`src/rtl/systolic_pkg.sv`:
```
// Shared types and constants for the 2x2 systolic feeder.
package systolic_pkg;
  localparam int MAT_DIM        = 2;
  localparam int JOB_WORDS      = 8;
  localparam int DATA_WIDTH_DEF = 32;

  typedef enum logic [2:0] {
    IDLE,
    LOAD,
    CLR,
    FEED,
    DRAIN
  } state_t;
endpackage

```
`src/rtl/systolic_operand_buf.sv`:
```
// Eight-entry operand register file: one indexed write port, all entries readable in parallel.
module systolic_operand_buf
  import systolic_pkg::*;
#(
  parameter int DATA_WIDTH = DATA_WIDTH_DEF
) (
  input  logic                                   clk,
  input  logic                                   rst_n,
  input  logic                                   wr_en,
  input  logic [$clog2(JOB_WORDS)-1:0]           wr_idx,
  input  logic [DATA_WIDTH-1:0]                  wr_data,
  output logic [JOB_WORDS-1:0][DATA_WIDTH-1:0]   rd_data
);

  logic [JOB_WORDS-1:0][DATA_WIDTH-1:0] mem;

  always_ff @(posedge clk or negedge rst_n) begin
    if (!rst_n) begin
      mem <= '0;
    end else if (wr_en) begin
      mem[wr_idx] <= wr_data;
    end
  end

  assign rd_data = mem;

endmodule

```
`src/rtl/systolic_mm_feeder.sv`:
```
// Operand feeder for the 2x2 systolic array: buffers a,b words and drives them with diagonal skew.
// Optional SYSTOLIC_FEEDER_PERF_EN adds job_cnt / err_cnt counters.
//
// state | meaning
// IDLE  | waiting for first word of a job
// LOAD  | collecting words 2..8
// CLR   | clearing the array (sa_rst)
// FEED  | three skewed operand cycles
// DRAIN | zero operands while the array settles; done on last cycle
module systolic_mm_feeder
  import systolic_pkg::*;
#(
  parameter int DATA_WIDTH   = DATA_WIDTH_DEF,
  parameter int DRAIN_CYCLES = 4
) (
  input  logic                  clk,
  input  logic                  rst_n,
  input  logic                  s_tvalid,
  output logic                  s_tready,
  input  logic [DATA_WIDTH-1:0] s_tdata,
  input  logic                  s_tlast,
  output logic                  sa_rst,
  output logic                  func_sel,
  output logic [DATA_WIDTH-1:0] i_data_11,
  output logic [DATA_WIDTH-1:0] i_data_21,
  output logic [DATA_WIDTH-1:0] i_tap_11,
  output logic [DATA_WIDTH-1:0] i_tap_12,
  output logic                  busy,
  output logic                  done,
  output logic                  err
`ifdef SYSTOLIC_FEEDER_PERF_EN
  ,
  output logic [15:0]           job_cnt,
  output logic [7:0]            err_cnt
`endif
);

  localparam int               IDX_W    = $clog2(JOB_WORDS);
  localparam logic [IDX_W-1:0] LAST_IDX = IDX_W'(JOB_WORDS - 1);
  localparam logic [3:0]       FEED_LD  = 4'(2 * MAT_DIM - 2);
  localparam logic [3:0]       DRAIN_LD = 4'(DRAIN_CYCLES - 1);

  state_t                               state, state_nxt;
  logic [IDX_W-1:0]                     cnt, cnt_nxt;
  logic [3:0]                           tmr, tmr_nxt;
  logic                                 err_nxt;
  logic                                 accept;
  logic                                 wr_en;
  logic [IDX_W-1:0]                     wr_idx;
  logic [JOB_WORDS-1:0][DATA_WIDTH-1:0] opnd;
  logic [DATA_WIDTH-1:0]                d11_nxt, d21_nxt, t11_nxt, t12_nxt;

  assign accept = s_tvalid && s_tready;

  systolic_operand_buf #(.DATA_WIDTH(DATA_WIDTH)) u_buf (
    .clk     (clk),
    .rst_n   (rst_n),
    .wr_en   (wr_en),
    .wr_idx  (wr_idx),
    .wr_data (s_tdata),
    .rd_data (opnd)
  );

  always_ff @(posedge clk or negedge rst_n) begin
    if (!rst_n) begin
      state    <= IDLE;
      cnt      <= '0;
      tmr      <= '0;
      err      <= 1'b0;
      s_tready <= 1'b0;
    end else begin
      state    <= state_nxt;
      cnt      <= cnt_nxt;
      tmr      <= tmr_nxt;
      err      <= err_nxt;
      s_tready <= (state_nxt == IDLE) || (state_nxt == LOAD);
    end
  end

  always_comb begin
    state_nxt = state;
    cnt_nxt   = cnt;
    tmr_nxt   = tmr;
    err_nxt   = 1'b0;
    wr_en     = 1'b0;
    wr_idx    = cnt;
    case (state)
      IDLE: begin
        if (accept) begin
          if (s_tlast) begin
            err_nxt = 1'b1;
          end else begin
            wr_en     = 1'b1;
            wr_idx    = '0;
            cnt_nxt   = IDX_W'(1);
            state_nxt = LOAD;
          end
        end
      end
      LOAD: begin
        if (accept) begin
          wr_en = 1'b1;
          if (cnt == LAST_IDX) begin
            cnt_nxt = '0;
            if (s_tlast) begin
              state_nxt = CLR;
            end else begin
              err_nxt   = 1'b1;
              state_nxt = IDLE;
            end
          end else if (s_tlast) begin
            cnt_nxt   = '0;
            err_nxt   = 1'b1;
            state_nxt = IDLE;
          end else begin
            cnt_nxt = cnt + IDX_W'(1);
          end
        end
      end
      CLR: begin
        state_nxt = FEED;
        tmr_nxt   = FEED_LD;
      end
      FEED: begin
        if (tmr == 4'd0) begin
          state_nxt = DRAIN;
          tmr_nxt   = DRAIN_LD;
        end else begin
          tmr_nxt = tmr - 4'd1;
        end
      end
      DRAIN: begin
        if (tmr == 4'd0) state_nxt = IDLE;
        else             tmr_nxt   = tmr - 4'd1;
      end
      default: state_nxt = IDLE;
    endcase
  end

  // Operands are registered: values for the next FEED step are chosen one cycle ahead.
  // Buffer layout: a11 a12 a21 a22 b11 b12 b21 b22 at indices 0..7.
  always_comb begin
    d11_nxt = '0;
    d21_nxt = '0;
    t11_nxt = '0;
    t12_nxt = '0;
    if (state == CLR) begin
      d11_nxt = opnd[0];
      t11_nxt = opnd[4];
    end else if (state == FEED && tmr == FEED_LD) begin
      d11_nxt = opnd[1];
      t11_nxt = opnd[6];
      d21_nxt = opnd[2];
      t12_nxt = opnd[5];
    end else if (state == FEED && tmr == FEED_LD - 4'd1) begin
      d21_nxt = opnd[3];
      t12_nxt = opnd[7];
    end
  end

  always_ff @(posedge clk or negedge rst_n) begin
    if (!rst_n) begin
      i_data_11 <= '0;
      i_data_21 <= '0;
      i_tap_11  <= '0;
      i_tap_12  <= '0;
    end else begin
      i_data_11 <= d11_nxt;
      i_data_21 <= d21_nxt;
      i_tap_11  <= t11_nxt;
      i_tap_12  <= t12_nxt;
    end
  end

  assign sa_rst   = (state == CLR);
  assign busy     = (state != IDLE);
  assign done     = (state == DRAIN) && (tmr == 4'd0);
  assign func_sel = 1'b0;

`ifdef SYSTOLIC_FEEDER_PERF_EN
  always_ff @(posedge clk or negedge rst_n) begin
    if (!rst_n) begin
      job_cnt <= '0;
      err_cnt <= '0;
    end else begin
      if (done) job_cnt <= job_cnt + 16'd1;
      if (err && err_cnt != 8'hFF) err_cnt <= err_cnt + 8'd1;
    end
  end
`endif

endmodule

```
`config.mk`:
```
export PLATFORM = sky130hd
export DESIGN_NAME = systolic_mm_feeder
export DESIGN_NICKNAME = d
export VERILOG_FILES = /design/src/rtl/systolic_pkg.sv /design/src/rtl/systolic_operand_buf.sv /design/src/rtl/systolic_mm_feeder.sv
export SDC_FILE = /design/constraint.sdc
export NUM_CORES = 1
export LEC_CHECK = 0
export ABC_AREA = 1
export CAP_MARGIN = 10
export CORE_MARGIN = 2
export CORE_UTILIZATION = 52
export CTS_CLUSTER_DIAMETER = 40
export DETAILED_ROUTE_END_ITERATION = 7
export DONT_BUFFER_PORTS = 1
export PLACE_DENSITY = 0.77
export SLEW_MARGIN = 10
export SYNTH_ARGS = -nofsm -noshare
export SYNTH_HDL_FRONTEND = slang
export SYNTH_SLANG_ARGS = --single-unit
```
`constraint.sdc`:
```
create_clock -name clk -period 1.7 [get_ports clk]
set_clock_uncertainty 0.1 [all_clocks]
set_input_delay 0 -clock clk [delete_from_list [all_inputs] [get_ports clk]]
set_output_delay 0 -clock clk [all_outputs]
set_load 0.01 [all_outputs]
```
Yosys cells after proc, flatten, opt, wreduce, memory -nomap -nowiden --
Cells that the tools add are included.
Word-level totals: register bits 396, memories 0, logic and storage cells 90, bits in latches 0, output and inout port bits 134, bits in writable memories 0, memory bits (read-only) 0
Operators by class: multipliers 0, div/mod/pow operators 0, shifts and indexed selects 0, order comparisons 2, mux-type cells 43, reductions and logical operators 14, bitwise operators 0, add/subtract/negate cells 2, eq/ne operators 12
Operators by type and width (number):
- $mux 32 | 11
- $bwmux 256 | 1
- $demux 32 s3 | 1
- $mux 3 | 15
- $pmux 3 s5 | 1
- $pmux 4 s3 | 1
- $mux 4 | 2
- $ne 2x2->1 const B | 4
- $mux 1 | 7
- $eq 3x1->1 const B | 2
- $eq 3x2->1 const B | 2
- $eq 3x3->1 const B | 2
- $logic_not 3->1 | 2
- $pmux 3 s2 | 1
- $reduce_bool 3->1 | 2
- $logic_and 1x1->1 | 5
- $eq 4x1->1 const B | 1
- $eq 4x2->1 const B | 1
- $logic_not 4->1 | 1
- $lt 3x4->1 const B | 1
- $pmux 1 s2 | 2
- $reduce_and 4->1 | 1
- $sub 4x1->4 const B | 1
- $add 3x1->3 const B | 1
- 5 further kinds | 5

Logic depth before layout (Yosys ltp) --
Gate-level depths: netlist of run 1.
word-level depth 8, gate-level depth with buffers 10

Cells and area by module --
Synthesis of run 1 repeated with hierarchy kept, for this count alone.
Unflattened totals: cell total of the unflattened synthesis 1693, area, all modules 15592.5 um2
Modules (own cells, without submodules):
- systolic_operand_buf | area an instance 9992.1 um2, instances 1, sequential area each 6406.1 um2, cells an instance 1145
- systolic_mm_feeder | area an instance 5600.4 um2, instances 1, sequential area each 3503.4 um2, cells an instance 548

Least setup slack after synthesis of run 1 --
OpenSTA, ideal clock, no wires.
kind reg2reg, start reg state[2], end reg u_buf.mem, in the netlist u_buf.rd_data[235], cell stages (with the launch flop) 9, arrival time 1.375 ns, required time 1.483 ns, slack 0.107 ns, path buffers 2, library setup time 0.117 ns, clock period less this slack 1.593 ns, cells stage by stage dfrtp_1 -> nor2_4 -> nand2_2 -> nor2_2 -> nor2_4 -> buf_2 -> buf_2 -> nand4_1 -> nand2_1
Between the ends: longest elaborated chain between the ends 7, elaborated cells on any way between the ends 10
Ends and longest elaborated chain:
- from (decl) | line systolic_mm_feeder.sv:43 | state_t state, state_nxt;
- from (signal assigned) | line systolic_mm_feeder.sv:72 | state <= state_nxt;
- $logic_not 3->1 | line systolic_mm_feeder.sv:87 | case (state)
- $mux 3 | line systolic_mm_feeder.sv:87
- $lt 3x4->1 (not written as such) or $ge 3x1->1 (tied branches) | line systolic_operand_buf.sv:21 | mem[wr_idx] <= wr_data;
- $logic_and 1x1->1 (not written as such) | line systolic_operand_buf.sv:21
- $mux 32 (not written as such) | line systolic_operand_buf.sv:21
- $demux 32 s3
- $bwmux 256 | line systolic_operand_buf.sv:21
- to (signal, indexed assignment) | line systolic_operand_buf.sv:21
- to (decl) | line systolic_operand_buf.sv:15 | logic [JOB_WORDS-1:0][DATA_WIDTH-1:0] mem;
Several ways; a longest one is shown, not always the timed one. A chain may end at the register's enable or synchronous reset.

Worst setup path in the final report of run 1 --
start reg state[2], end reg u_buf.mem, in the netlist u_buf.rd_data[242]
The elaborated chain is that of the path after synthesis.

==> results of run 1 <==
[worst max-delay path: cells and delay by family (launching register included)]
kind / cells / cell delay [ns]
flops: 1 / 0.44
buf+inv: 3 / 0.48
simple gates: 5 / 0.75
[area by class of cell]
| type | count | area (sq um) |
|---|---|---|
| inverter | 14 | 55.1 |
| antenna | 1 | 2.50 |
| multi-input combinational | 1107 | 5660 |
| clock inverter | 32 | 384 |
| fill | 2243 | 10800 |
| tap | 396 | 495 |
| timing repair buffer | 146 | 1900 |
| clock buffer | 55 | 1260 |
| sequential | 396 | 9910 |
[metrics by stage]
| step | hold slack, ns | TNS, ns | setup slack, ns | power [mW] | area [sq um] |
|---|---|---|---|---|---|
| 2_1_floorplan | -0.396 | 0 | 0.107 | 13.5 | 16100 |
| 3_3_place_gp | -0.381 | -0.372 | -0.0160 | 14.1 | 16600 |
| 3_5_place_dp | -0.383 | -3.74 | -0.0726 | 14.3 | 16600 |
| 4_1_cts | -0.977 | -0.244 | -0.0387 | 25.0 | 18800 |
| 5_1_grt | -0.982 | -32.94 | -0.219 | 26.5 | 19700 |
| 6_report | -0.956 | -14.16 | -0.124 | 25.5 | 19700 |
[cell usage after synthesis]
cell type / number / area, sq um
a21oi_1: 3 / 15.0
a22o_1: 64 / 561
buf_1: 6 / 22.5
buf_2: 91 / 455
buf_4: 20 / 150
clkbuf_1: 29 / 109
clkbuf_2: 22 / 110
conb_1: 1 / 3.75
dfrtp_1: 396 / 9910
ha_1: 5 / 62.6
inv_1: 9 / 33.8
inv_2: 5 / 18.8
nand2_1: 665 / 2500
nand2_2: 1 / 6.26
nand3_1: 141 / 706
nand3_4: 1 / 17.5
nand4_1: 194 / 1210
nor2_1: 11 / 41.3
nor2_2: 3 / 18.8
nor2_4: 5 / 56.3
nor3_1: 2 / 10.0
o211ai_1: 1 / 7.51
o21ai_0: 7 / 35.0
o21ai_2: 2 / 17.5
o31ai_1: 1 / 7.51
[sequential cells by signal (all words and copies together), names as in the netlist]
register / cells
cnt: 3
i_data_21: 32
state: 3
u_buf.rd_data: 256
i_tap_12: 32
i_tap_11: 32
err: 1
tmr: 4
i_data_11: 32
s_tready: 1
[layer usage]
metal	routed length, um	GRT usage (%)
met1	18700	36.4
met2	22100	40.2
met3	4230	6.93
met4	1870	11.1
met5	71	0
[report_power, final]
part / internal (mW) / leakage [nW] / switching, mW / total [mW]
registers: 10.7 / 5.38 / 0.838 / 11.6
clock network: 6.10 / 0.792 / 4.26 / 10.4
logic: 1.33 / 4.06 / 2.21 / 3.54
[layout by cell type, fill, tap and decap left out, types with 4 or more instances in the layout]
master,n
a22o_1,61
buf_12,29
buf_4,51
buf_6,14
bufinv_16,4
clkbuf_1,4
clkbuf_16,61
clkinvlp_4,5
dfrtp_1,394
dlygate4sd3_1,34
ha_1,4
inv_1,6
inv_2,7
inv_6,10
inv_8,4
nand2_1,620
nand2_2,29
nand2_4,17
nand3_1,124
nand3_2,14
nand3_4,4
nand4_1,194
nor2_1,7
nor2_4,10
o21ai_0,6
[cells by family (layout without fill, tap and decap cells)]
kind of cell               Yosys count  after routing  share of synthesized area (%)
and+or+nand+nor                   1023           1023                           28.4
DFF                                396            396                           61.6
buffers and inverters              182            247                           5.59
AOI/OAI and AO/OA                   78             78                           4.00
adders and majority gates            5              5                          0.389
other                                1              2                         0.0233
[repair_timing]
action / 4_1_cts / 5_1_grt
endpoints found under the hold margin: 659 / 396
setup endpoints to repair: 147 / 360
pin swaps: 3 / 40
buffers inserted: 8 / 16
cloned: 3 / 16
gates resized for setup: 16 / 100
[worst paths after layout]
check	cells past startpoint	end	startpoint
worst max register to register	8	u_buf.rd_data[242]	state[2]
max in group asynchronous	0	state[2]	rst_n
min in group clk	3	err	s_tlast
worst min-delay path	0	i_data_21[8]	rst_n
worst max-delay path	8	u_buf.rd_data[242]	state[2]
worst min register to register	2	u_buf.rd_data[102]	u_buf.rd_data[102]
==> reports/results.ini, run 1 <==
[job]
maxCapViolations=0

[timing]
relSlewSlack_pct=48.0
hold_viol=396
setup_viol=257
fmax_mhz=548
finalCritPeriodShare_pct=107
rsz0062_at_grt=yes
tightest_slew_ns=0.781
holdWs_ns=-0.956
fin_crit_ns=1.82
drv_slew=0
fin_ws_ns=-0.124

[synthesis]
ys_ff_latch=396
syn_inst=1685
avgSynthCellArea_sq_um=9.55
synth_warnings=0
synth_nets=1726
yosysUniqueCellTypes=25
ys_seq_area_share_pct=61.6
netlist_area_sq_um=16100

[global_routing]
gr-usage-all-layers_pct=26.5
grt_pass1_wl_mm=68.7
grt_pass1_vias=12133
grt_overflow=0
grt_max_degree=397
antenna_found_initial=6

[detailed_routing]
dr.pass1.iters=6
num_vias=13120
drc=0
routed_wl_mm=47.0
drt_iter0_markers=1741
viasPerCell=6.11
wl_per_cell_um=21.9
drtAntennaViolNets=0

[critical_path]
critPathMostFrequentCell=nor2_4
critPathSlowestCell=dfrtp_2
path_max_fanout=7
slowest_delay_ns=0.44
required_ns=2.09
crit_path_end_kind=register
path_cells=nor2_4, nand3_4, nor2_4, buf_6, buf_12, clkbuf_16, nand4_1, nand2_1
worstSetupStartpointType=register
criticalPathCategory=reg2reg
r2r_slack_ns=-0.12
arrival_ns=2.22

[clocking]
hold_buffers=34
cts_tree=yes
clock_latency_ns=0.56
cts.clk_slew.worst_paths_ns=0.06
cts.sinks=396
numCtsBuffers=48
clockBufferDepth=3
cts_root_buf=clkbuf_16
htreeDepth=2

[die]
start_util_pct=52.7
die_x_um=180
die-area_sq_um=32400
core-area_sq_um=30500
pin_count=170
die_h_um=180
row_count=64

[worst_hold_path]
hold_path.class=in2async

[placed_design]
port_buffers=0
gp_congestion=0.868
dp_hpwl_mm=24.8
dp.cells=1983

[layout]
synthToLayoutAreaGrowth_pct=22.3
nets=1754
finalCoreUtilization_pct=64.5
drive_gt1_share_pct=16.4
stdcell_count=2147

[power_and_ir_drop]
p_leak_nw=10.2
cellPowerDensity_nw_per_um2=1290
ir_worst_vdd_mv=0.849

[run_status]
status=finished, violations left
violations=negative hold slack, negative setup slack

Power figures use the tool's default switching activity.
==> run 2: changes to the inputs <==
--- a/config.mk
+++ b/config.mk
@@ -13,6 +13,7 @@
 export DETAILED_ROUTE_END_ITERATION = 7
 export DONT_BUFFER_PORTS = 1
 export PLACE_DENSITY = 0.77
+export REMOVE_ABC_BUFFERS = 1
 export SLEW_MARGIN = 10
 export SYNTH_ARGS = -nofsm -noshare
 export SYNTH_HDL_FRONTEND = slang
==> reports/results.ini, run 2 (synthesized netlist as in run 1, its figures left out) <==
[layout]
drive_gt1_share_pct=14.0  ; -2.4 points
largest_reg_flops=256  ; unchanged
final_cell_area_sq_um=19500  ; -0.90%
layout_common_cells=641 x nand2_1, 394 x dfrtp_1, 194 x nand4_1, 135 x nand3_1, 62 x a22o_1
nets=1745  ; -0.51%
stdcell_count=2135  ; -0.56%
final_common_cell=nand2_1
synthToLayoutAreaGrowth_pct=21.2
diodes=0  ; -1

[clocking]
hold_buffers=34  ; unchanged
clock_latency_ns=0.54  ; -0.02 ns
clockBufferDepth=3  ; unchanged
numCtsBuffers=45  ; -6.3%
cts_tree=yes
cts.clk_slew.worst_paths_ns=0.05  ; about the same
cts.sinks=396  ; unchanged
htreeDepth=2  ; unchanged
cts_root_buf=clkbuf_16

[run_status]
status=finished, violations left
violations=negative hold slack, max-slew violations, negative setup slack

[detailed_routing]
drtAntennaViolNets=0  ; unchanged
drc=0  ; unchanged
wl_per_cell_um=21.2  ; -3.0%
routed_wl_mm=45.3  ; -3.6%
dr.pass1.iters=6  ; unchanged
viasPerCell=6.11  ; about the same
num_vias=13035  ; -0.65%
drt_iter0_markers=1574  ; -9.6%

[global_routing]
grt_pass1_vias=12539  ; +3.3%
gr-usage-all-layers_pct=27.1  ; +0.59 points
grt_pass1_wl_mm=70.5  ; +2.6%
grt_overflow=0  ; unchanged
grt_max_degree=397  ; unchanged
antenna_found_initial=0  ; -6

[placed_design]
gp_congestion=0.808  ; -7.0%
port_buffers=0  ; unchanged
dp.cells=1995  ; +0.61%
pre_cts_slack_ns=-0.0579  ; +0.0147 ns
dp_hpwl_mm=25.3  ; +2.0%
placed_area_sq_um=17000  ; +2.2%

[timing]
relSlewSlack_pct=-18.0  ; -66 points
setup_viol=236  ; -8.2%
fin_ws_ns=-0.0763  ; +0.0478 ns
tightest_slew_ns=1.77  ; +0.989 ns
final.setup.tns_ns=-8.01  ; +6.15 ns
fmax_mhz=563  ; +2.7%
drv_slew=177  ; +177
rsz0062_at_grt=yes
finalCritPeriodShare_pct=104  ; -2.8 points
fin_crit_ns=1.78  ; -0.0478 ns
holdWs_ns=-0.931  ; +0.0248 ns
hold_viol=396  ; unchanged

[critical_path]
reg2reg_from=state[2]
rr_worst_depth=8  ; unchanged
rr_endpoint=u_buf.rd_data[222]
path_max_fanout=15  ; +8
arrival_ns=2.09  ; -0.13 ns
required_ns=2.02  ; -0.07 ns
r2r_slack_ns=-0.08  ; +0.05 ns
criticalPathCategory=reg2reg
worstSetupEndpoint=u_buf.rd_data[222]
worstSetupStartpointType=register
crit_start=state[2]
crit_path_end_kind=register

[power_and_ir_drop]
p_sw_mw=6.96  ; -4.8%
clkPwrFrac_pct=41.5  ; +0.8 points
p_int_mw=18.5  ; +1.7%
p_leak_nw=10.2  ; -0.43%
cellPowerDensity_nw_per_um2=1300  ; +0.77%
p_total_mw=25.4  ; -0.14%
switching_share_pct=27.4  ; -1.3 points
p_comb_share_pct=13.1  ; -0.8 points
ir_worst_vdd_mv=0.861  ; +1.4%
p_seq_share_pct=45.4  ; about the same

[die]
die_h_um=180  ; unchanged
die_x_um=180  ; unchanged
core-area_sq_um=30500  ; unchanged
die-area_sq_um=32400  ; unchanged
pin_count=170  ; unchanged
start_util_pct=52.7  ; unchanged
row_count=64  ; unchanged

[worst_hold_path]
hold_path.class=in2async

[job]
maxCapViolations=0  ; unchanged

-- run 2: cell type report --
class / count / area, sq um
clock buffers: 56 / 1260
clock inverters: 26 / 407
fillers: 2320 / 11000
inverters: 14 / 55.1
multi-input cells: 1108 / 5490
flip-flops and latches: 396 / 9910
well taps: 396 / 495
repair buffers: 139 / 1870
-- run 2: repair_timing --
action                                 CTS  global route
resized for setup                       20            39
endpoints found under the hold margin  659           396
setup endpoints to repair              187           346
buffers inserted                         9             8
pin swaps                                4             4
cloned                                   3             4
-- run 2: critical path: stages (launching register included) --
cell,delay [ns]
dfrtp_2,0.45
nor2_4,0.20
nand3_4,0.15
nor2_4,0.13
buf_4,0.16
nand3_2,0.14
buf_12,0.20
nand2_1,0.07
nand2_1,0.05
-- run 2: per-layer routing --
metal | share of wire, % | wire, um | track usage [%] | up-vias
li1 | - | - | - | 5691
met1 | 39 | 17700 | 37.5 | 6467
met2 | 48 | 21900 | 43.0 | 761
met3 | 9.2 | 4180 | 5.09 | 114
met4 | 3.3 | 1490 | 9.56 | 2
met5 | 0.12 | 56 | 1.33 | -
-- run 2: per-stage QoR --
step | utilization, % | hold WS, ns
after CTS | 62.9 | -0.949
final | 63.9 | -0.931
after global placement | 55.6 | -0.383
after detailed placement | 55.6 | -0.384
after floorplan | - | -0.396
after global routing | 63.9 | -0.950
-- run 2: power groups by stage --
| stage | Sequential, mW | Clock [mW] | Combinational [mW] |
|---|---|---|---|
| after floorplan | 11.4 | 0 | 1.74 |
| after global placement | 11.6 | 0 | 2.77 |
| after detailed placement | 11.6 | 0 | 2.92 |
| after CTS | 11.5 | 10.7 | 3.15 |
| after global routing | 11.7 | 11.1 | 3.70 |
| final | 11.5 | 10.6 | 3.33 |
-- run 2: how the worst min path moves through the flow --
stage / endpoint / slack (ns) / cells past startpoint
final: i_data_21[12] / -0.93 / 0
after global routing: u_buf.rd_data[15] / -0.95 / 0
after CTS: u_buf.rd_data[79] / -0.95 / 0
after detailed placement: i_data_21[12] / -0.38 / 0
after global placement: i_data_21[12] / -0.38 / 0
after floorplan: cnt[0] / -0.40 / 0
